==> src/rtl/seg_display_scheduler.sv <==
// Four-digit multiplexed seven-segment scan controller. Each frame holds four digit
// slots with dead-time, PWM brightness, blanking, zero suppression and frame-aligned loads.
module seg_display_scheduler #(
    parameter int SLOT_W = 10,
    parameter int GAP    = 16
) (
    input  logic        clock_in,
    input  logic        reset,
    input  logic [15:0] value_in,
    input  logic [3:0]  dp_in,
    input  logic [3:0]  blank_in,
    input  logic        lz_suppress,
    input  logic [2:0]  brightness,
    input  logic        load_req,
    output logic        load_ack,
    output logic [3:0]  an_out,
    output logic [6:0]  seg_out,
    output logic        dp_out,
    output logic        frame_start
);

    typedef enum logic [1:0] {
        PH_GAP,
        PH_ON,
        PH_OFF
    } phase_t;

    localparam logic [SLOT_W-1:0] SLOT_LAST = '1;
    localparam logic [SLOT_W-1:0] GAP_CNT   = SLOT_W'(GAP);

    logic [SLOT_W-1:0] slot_cnt;
    logic [1:0]        digit;
    logic [15:0]       shadow_value;
    logic [3:0]        shadow_dp;
    logic [3:0]        shadow_blank;
    logic              shadow_lz;
    logic [2:0]        shadow_bright;
    logic              frame_end;
    phase_t            phase;
    logic [3:0]        nibble;
    logic [3:0]        lz_mask;
    logic              digit_lit;
    logic [3:0]        an_nxt;
    logic [6:0]        seg_nxt;
    logic              dp_nxt;

    // Active-low segment pattern {g,f,e,d,c,b,a}.
    function automatic logic [6:0] hex_to_seg(input logic [3:0] hex);
        logic [6:0] seg;
        case (hex)
            4'h0: seg = 7'h40;
            4'h1: seg = 7'h79;
            4'h2: seg = 7'h24;
            4'h3: seg = 7'h30;
            4'h4: seg = 7'h19;
            4'h5: seg = 7'h12;
            4'h6: seg = 7'h02;
            4'h7: seg = 7'h78;
            4'h8: seg = 7'h00;
            4'h9: seg = 7'h10;
            4'hA: seg = 7'h08;
            4'hB: seg = 7'h03;
            4'hC: seg = 7'h46;
            4'hD: seg = 7'h21;
            4'hE: seg = 7'h06;
            default: seg = 7'h0E;
        endcase
        return seg;
    endfunction

    assign frame_end = (digit == 2'd3) && (slot_cnt == SLOT_LAST);

    always_ff @(posedge clock_in or negedge reset) begin
        // NOTE: sequential state uses non-blocking assignments so every register samples pre-edge values.
        if (!reset) begin
            slot_cnt <= '0;
            digit    <= '0;
        end else begin
            slot_cnt <= slot_cnt + 1'b1;
            if (slot_cnt == SLOT_LAST) begin
                digit <= digit + 1'b1;
            end
        end
    end

    // Shadow copy only changes on the frame-end edge, so a frame never mixes old and new data.
    always_ff @(posedge clock_in or negedge reset) begin
        if (!reset) begin
            shadow_value  <= '0;
            shadow_dp     <= '0;
            shadow_blank  <= '0;
            shadow_lz     <= 1'b0;
            shadow_bright <= '0;
        end else if (frame_end && load_req) begin
            shadow_value  <= value_in;
            shadow_dp     <= dp_in;
            shadow_blank  <= blank_in;
            shadow_lz     <= lz_suppress;
            shadow_bright <= brightness;
        end
    end

    always_comb begin
        // NOTE: every signal written here gets a default first, so no latch can be inferred.
        phase = PH_OFF;
        if (slot_cnt < GAP_CNT) begin
            phase = PH_GAP;
        end else if (slot_cnt[SLOT_W-1 -: 3] <= shadow_bright) begin
            phase = PH_ON;
        end

        nibble = shadow_value[{digit, 2'b00} +: 4];

        // A digit is a leading zero when it and every digit to its left are zero.
        lz_mask = '0;
        if (shadow_lz) begin
            lz_mask[3] = (shadow_value[15:12] == 4'h0);
            lz_mask[2] = lz_mask[3] && (shadow_value[11:8] == 4'h0);
            lz_mask[1] = lz_mask[2] && (shadow_value[7:4] == 4'h0);
        end

        digit_lit = (phase == PH_ON) && !shadow_blank[digit] && !lz_mask[digit];
        an_nxt    = digit_lit ? ~(4'b0001 << digit) : 4'hF;
        seg_nxt   = shadow_blank[digit] ? 7'h7F : hex_to_seg(nibble);
        dp_nxt    = !(digit_lit && shadow_dp[digit]);
    end

    always_ff @(posedge clock_in or negedge reset) begin
        if (!reset) begin
            an_out      <= 4'hF;
            seg_out     <= 7'h7F;
            dp_out      <= 1'b1;
            load_ack    <= 1'b0;
            frame_start <= 1'b0;
        end else begin
            an_out      <= an_nxt;
            seg_out     <= seg_nxt;
            dp_out      <= dp_nxt;
            load_ack    <= frame_end && load_req;
            frame_start <= frame_end;
        end
    end

endmodule

==> config.mk <==
export PLATFORM = sky130hd
export DESIGN_NAME = seg_display_scheduler
export DESIGN_NICKNAME = d
export VERILOG_FILES = /design/src/rtl/seg_display_scheduler.sv
export SDC_FILE = /design/constraint.sdc
export NUM_CORES = 1
export LEC_CHECK = 0
export CAP_MARGIN = 20
export CELL_PAD_IN_SITES_DETAIL_PLACEMENT = 0
export CELL_PAD_IN_SITES_GLOBAL_PLACEMENT = 1
export CORE_MARGIN = 1
export CORE_UTILIZATION = 44
export CTS_BUF_LIST = sky130_fd_sc_hd__clkbuf_8
export DETAILED_ROUTE_END_ITERATION = 7
export PLACE_DENSITY = 0.84
export SLEW_MARGIN = 20
export SYNTH_ARGS = -nofsm -noshare
export SYNTH_HDL_FRONTEND = slang
export SYNTH_SLANG_ARGS = --single-unit
==> constraint.sdc <==
create_clock -name clock_in -period 2.42 [get_ports clock_in]
set_clock_uncertainty 0.15 [all_clocks]
set_input_delay 0.726 -clock clock_in [delete_from_list [all_inputs] [get_ports clock_in]]
set_output_delay 0.726 -clock clock_in [all_outputs]
set_load 0.005 [all_outputs]
==> results.json, run 1 <==
{
  "fillCellCount": 503,
  "crit_arrival_ps": 1310,
  "start_kind": "flop",
  "criticalPathCategory": "flop to primary output",
  "cp-end-kind": "primary output",
  "drt-total-wl_mm": 4.59,
  "hp-class": "input pin to asynchronous set/reset pin",
  "seq_area_frac_synth": 0.522,
  "grt_start_max_net_pins": 55,
  "cts_tree": "yes",
  "synth_edf_count": 0,
  "numClockSinks": 54,
  "fin_hold_ws_ps": 255,
  "first_pass_iters": 4,
  "synth_top_area_share": 0.402,
  "ctsLongestPathBuffers": 2,
  "slowest_delay_ps": 530,
  "fin_ws_ps": 232,
  "synth_area_leader_cell": "dfrtp_1",
  "grt_pass1_vias": 1561,
  "tns_ps": 0,
  "numCtsBuffers": 5,
  "rr_startpoint": "digit[0]",
  "synth-async-reset-ratio": 1.00,
  "p_leak_uw": 0.00142,
  "drt_iter0_markers": 94,
  "synthTopCellsByArea": "dfrtp_1 (40%), dfstp_2 (12%), mux2_2 (9.0%)",
  "synth_seq_cells": 54,
  "regArea_mm2": 0.00137,
  "core_area_mm2": 0.00561,
  "critPathSlowestCell": "dfstp_2",
  "setup_viol_count_final": 0,
  "track_usage": 0.165,
  "syn_area_mm2": 0.00262,
  "drive_gt1_frac": 0.269,
  "dp_slack_ps": 185,
  "powerDensity_mw_per_mm2": 455,
  "fp.dieW_um": 79.1,
  "io_pins": 45,
  "multi_input_area_mm2": 0.00114,
  "grt_pass1_wl_mm": 7.80,
  "rr_worst_depth": 5,
  "r2r-end": "seg_out[3]",
  "max_freq_mhz": 457,
  "slew_headroom": 0.581,
  "synth_cells": 194,
  "mostFrequentLayoutCells": "clkdlybuf4s50_1 (43), dfrtp_1 (42), mux2_2 (21)",
  "ys_warn_count": 0,
  "clk_latency_ps": 300,
  "place_congestion": 0.757,
  "drt-wirelength-per-cell_um": 14.5,
  "drcViolationCount": 0,
  "root_buffer": "clkbuf_8",
  "finalCriticalPeriod_ps": 2190,
  "globalRouteOverflowTotal": 0,
  "maxCapViolations": 0,
  "syn-num-nets": 239,
  "ff2ff_setup_slack_ps": 280,
  "final_common_cell": "clkdlybuf4s50_1",
  "slew_viol_final": 0,
  "cts_hold_buf": 0,
  "synth_cell_types": 38,
  "rows": 27,
  "vias_per_cell": 5.12,
  "path_cells": "clkdlybuf4s50_1",
  "hpwl_mm": 3.35,
  "htree_levels": 2,
  "path_max_fanout": 1,
  "ir_drop_uv": 210,
  "cts-resized-gates": 0,
  "cts.clk_slew.worst_paths_ps": 100,
  "hold_viol": 0,
  "port_buffers": 44,
  "status": "finished, final reports clean",
  "rsz0062_at_grt": "no",
  "max_slew.worst_pin.slew_ps": 623,
  "antenna_found_initial": 0,
  "fin_nets": 289,
  "antenna_cells": 0,
  "synth_ff_type": "dfrtp_1",
  "startpoint": "seg_out[2]",
  "num_vias": 1624,
  "area_delta_synth_final_pct": 23.7,
  "start_util": 0.467,
  "post-route-util": 0.577,
  "cts_setup_buffers": 0,
  "syn_area_per_cell_um2": 13.5,
  "die-area_mm2": 0.00626,
  "critPathTopFamily": "flip-flops",
  "fin_crit_sh": 0.904,
  "worstPathRequired_ps": 1540,
  "fp.dieH_um": 79.1,
  "cp_num_buf_inv": 1,
  "ant_nets": 0
}
## kinds of logic after synthesis
family          share of synthesized area
compound gates                     0.0521
xor+xnor                           0.0301
fa+ha+maj                          0.0669
buf+inv                            0.0440
flops                               0.522
mux                                 0.205
simple gates                       0.0798
## worst max-delay path by stage
stage	to	slack, ps	cells past startpoint
global placement	shadow_value[8]	200	4
finish	seg_out[2]	230	1
global route	seg_out[3]	140	5
detailed placement	shadow_value[15]	190	4
floorplan	seg_out[3]	240	6
CTS	seg_out[2]	220	1
## metal layers
metal / GRT usage / wire length, um / vias to the layer above
met4: 0.0655 / 66 / 0
li1: - / - / 782
met2: 0.253 / 2110 / 36
met3: 0.0276 / 135 / 5
met1: 0.233 / 2280 / 801
met5: 0 / 0 / -
## area by class of cell
class	instances	area share
clock buffer	6	0.0255
clock inverter	2	0.00270
inverter	13	0.0151
multi-input combinational	120	0.351
sequential	54	0.422
tap	72	0.0278
timing repair buffer	50	0.156
## where the power goes
group	internal (uW)	switching (uW)
sequential	903	0
clock	227	274
combinational	45.0	24.6
total	1170	298
## cell usage after synthesis, types with 4 or more instances
| cell | n |
|---|---|
| mux2_4 | 9 |
| nand3_1 | 9 |
| o21ai_0 | 6 |
| mux4_2 | 6 |
| nand2_1 | 8 |
| dfrtp_1 | 42 |
| ha_1 | 14 |
| nor2_1 | 5 |
| dfstp_2 | 12 |
| inv_1 | 13 |
| xnor2_1 | 7 |
| mux2_2 | 21 |
| a31oi_1 | 4 |
## sequential cells by signal, indices dropped and copies added (netlist names), 2 cells and up
name	flops
an_out	4
digit	2
seg_out	7
shadow_blank	4
shadow_bright	3
shadow_dp	4
shadow_value	16
slot_cnt	10
## metrics by stage
stage,std cells,cell area (um2),power (uW)
final,317,3240,1470
after global routing,317,3240,1540
after CTS,317,3240,1490
after detailed placement,309,3150,991
after global placement,309,3150,992
after floorplan,194,2620,920
Power figures use the tool's default switching activity.
==> run 2: changes to the inputs <==
--- a/config.mk
+++ b/config.mk
@@ -12,6 +12,7 @@
 export CORE_UTILIZATION = 44
 export CTS_BUF_LIST = sky130_fd_sc_hd__clkbuf_8
 export DETAILED_ROUTE_END_ITERATION = 7
+export HOLD_SLACK_MARGIN = 0.02
 export PLACE_DENSITY = 0.84
 export SLEW_MARGIN = 20
 export SYNTH_ARGS = -nofsm -noshare
==> results of run 2 <==
Final layout, timing and power as in run 1 (identical DEF).
==> run 3: changes to the inputs <==
--- a/config.mk
+++ b/config.mk
@@ -14,6 +14,7 @@
 export DETAILED_ROUTE_END_ITERATION = 7
 export HOLD_SLACK_MARGIN = 0.02
 export PLACE_DENSITY = 0.84
+export REMOVE_ABC_BUFFERS = 1
 export SLEW_MARGIN = 20
 export SYNTH_ARGS = -nofsm -noshare
 export SYNTH_HDL_FRONTEND = slang
==> results.json, run 3 (synthesized netlist as in run 1, its figures left out) <==
{
  "status": "finished, final reports clean",
  "drt-wirelength-per-cell_um": 14.0,
  "hpwl_mm": 3.35,
  "cts-resized-gates": 0,
  "share_clk_of_total_power": 0.352,
  "setup_viol_count_final": 0,
  "crit_arrival_ps": 1330,
  "htree_levels": 2,
  "start_util": 0.467,
  "max_slew.worst_pin.slew_ps": 607,
  "area_delta_synth_final_pct": 24.6,
  "track_usage": 0.158,
  "drcViolationCount": 0,
  "numClockSinks": 54,
  "ant_nets": 0,
  "antenna_found_initial": 0,
  "top_register": "shadow_value",
  "path_max_fanout": 1,
  "hold_viol": 0,
  "grt_start_max_net_pins": 35,
  "grt_pass1_wl_mm": 7.57,
  "slowest_delay_ps": 530,
  "ff2ff_setup_slack_ps": 260,
  "cp-endpoint": "an_out[2]",
  "seqPwrFrac": 0.602,
  "rr_startpoint": "digit[0]",
  "slew_headroom": 0.591,
  "antenna_cells": 0,
  "vias_per_cell": 5.03,
  "numCtsBuffers": 5,
  "ir_drop_uv": 246,
  "p_leak_uw": 0.00142,
  "critPathTopFamily": "flip-flops",
  "p_comb_frac": 0.046,
  "regArea_mm2": 0.00137,
  "die-area_mm2": 0.00626,
  "drt-total-wl_mm": 4.46,
  "max_freq_mhz": 454,
  "tns_ps": 0,
  "fin_crit_sh": 0.910,
  "clk_latency_ps": 310,
  "final_common_cell": "clkdlybuf4s50_1",
  "finalCriticalPeriod_ps": 2200,
  "fp.dieH_um": 79.1,
  "core_area_mm2": 0.00561,
  "grt_pass1_vias": 1641,
  "power_switching_share": 0.214,
  "switching_power_uw": 320,
  "cts.clk_slew.worst_paths_ps": 100,
  "rsz0062_at_grt": "no",
  "rr_worst_depth": 5,
  "fin_nets": 290,
  "drt_iter0_markers": 42,
  "fp.dieW_um": 79.1,
  "multi_input_area_mm2": 0.00114,
  "final_cells": 318,
  "largest_registers": "shadow_value (16), slot_cnt (10), seg_out (7)",
  "path_depth": 1,
  "hp-class": "input pin to asynchronous set/reset pin",
  "start_kind": "flop",
  "mostFrequentLayoutCells": "clkdlybuf4s50_1 (43), dfrtp_1 (42), mux2_2 (21)",
  "worstPathRequired_ps": 1540,
  "io_pins": 45,
  "maxCapViolations": 0,
  "cts_setup_buffers": 0,
  "root_buffer": "clkbuf_8",
  "ctsLongestPathBuffers": 2,
  "cts_hold_buf": 0,
  "p_int_uw": 1180,
  "num_vias": 1599,
  "path_cells": "clkdlybuf4s50_1",
  "rows": 27,
  "port_buffers": 44,
  "place_congestion": 0.733,
  "cp_num_buf_inv": 1,
  "startpoint": "an_out[2]",
  "powerDensity_mw_per_mm2": 459,
  "largest_reg_flops": 16,
  "criticalPathCategory": "flop to primary output",
  "globalRouteOverflowTotal": 0,
  "drive_gt1_frac": 0.276,
  "cp-end-kind": "primary output",
  "cts_tree": "yes",
  "first_pass_iters": 4,
  "fillCellCount": 503,
  "slew_viol_final": 0,
  "critPathSlowestCell": "dfstp_2",
  "dp.cells": 310,
  "r2r-end": "seg_out[3]"
}
-- run 3: changes by cell type in the layout (fill, tap and decap cells not counted), sizes merged --
cell and delta:
buf +1, clkinvlp +1, inv -1
-- run 3: area by class of cell --
type,instances,share of cell area
multi-input cells,120,0.348
clock buffers,6,0.0253
inverters,13,0.0150
repair buffers,51,0.161
well taps,72,0.0276
clock inverters,2,0.00384
flip-flops and latches,54,0.419
-- run 3: stage by stage --
stage                     setup slack [ps]  instance area, um2  hold slack, ps  total power (uW)   util
after floorplan                        214                2550             272               920      -
after global placement                 175                3170             290               990  0.565
after detailed placement               162                3170             297               990  0.565
after CTS                              196                3260             221              1510  0.582
after global routing                   125                3260             235              1560  0.582
final                                  219                3260             217              1500  0.582
-- run 3: metal layers --
metal	vias up	wire [um]	global-route usage
met5	-	0	0
met4	0	32	0.0382
met3	4	140	0.0356
met2	33	2210	0.259
met1	783	2080	0.212
li1	779	-	-
-- run 3: worst min path at each step --
stage                     slack (ps)                to
after floorplan                  270       slot_cnt[0]
after global placement           290       slot_cnt[0]
after detailed placement         300       slot_cnt[0]
after CTS                        220  shadow_value[12]
after global routing             240  shadow_value[12]
final                            220  shadow_value[12]
-- run 3: power by group through the flow --
stage,sequential (uW),combinational (uW),clock (uW)
3_3_place_gp,920,70.7,0
6_report,903,69.0,527
2_1_floorplan,920,0.619,0
5_1_grt,903,75.7,584
3_5_place_dp,920,70.8,0
4_1_cts,903,70.9,541
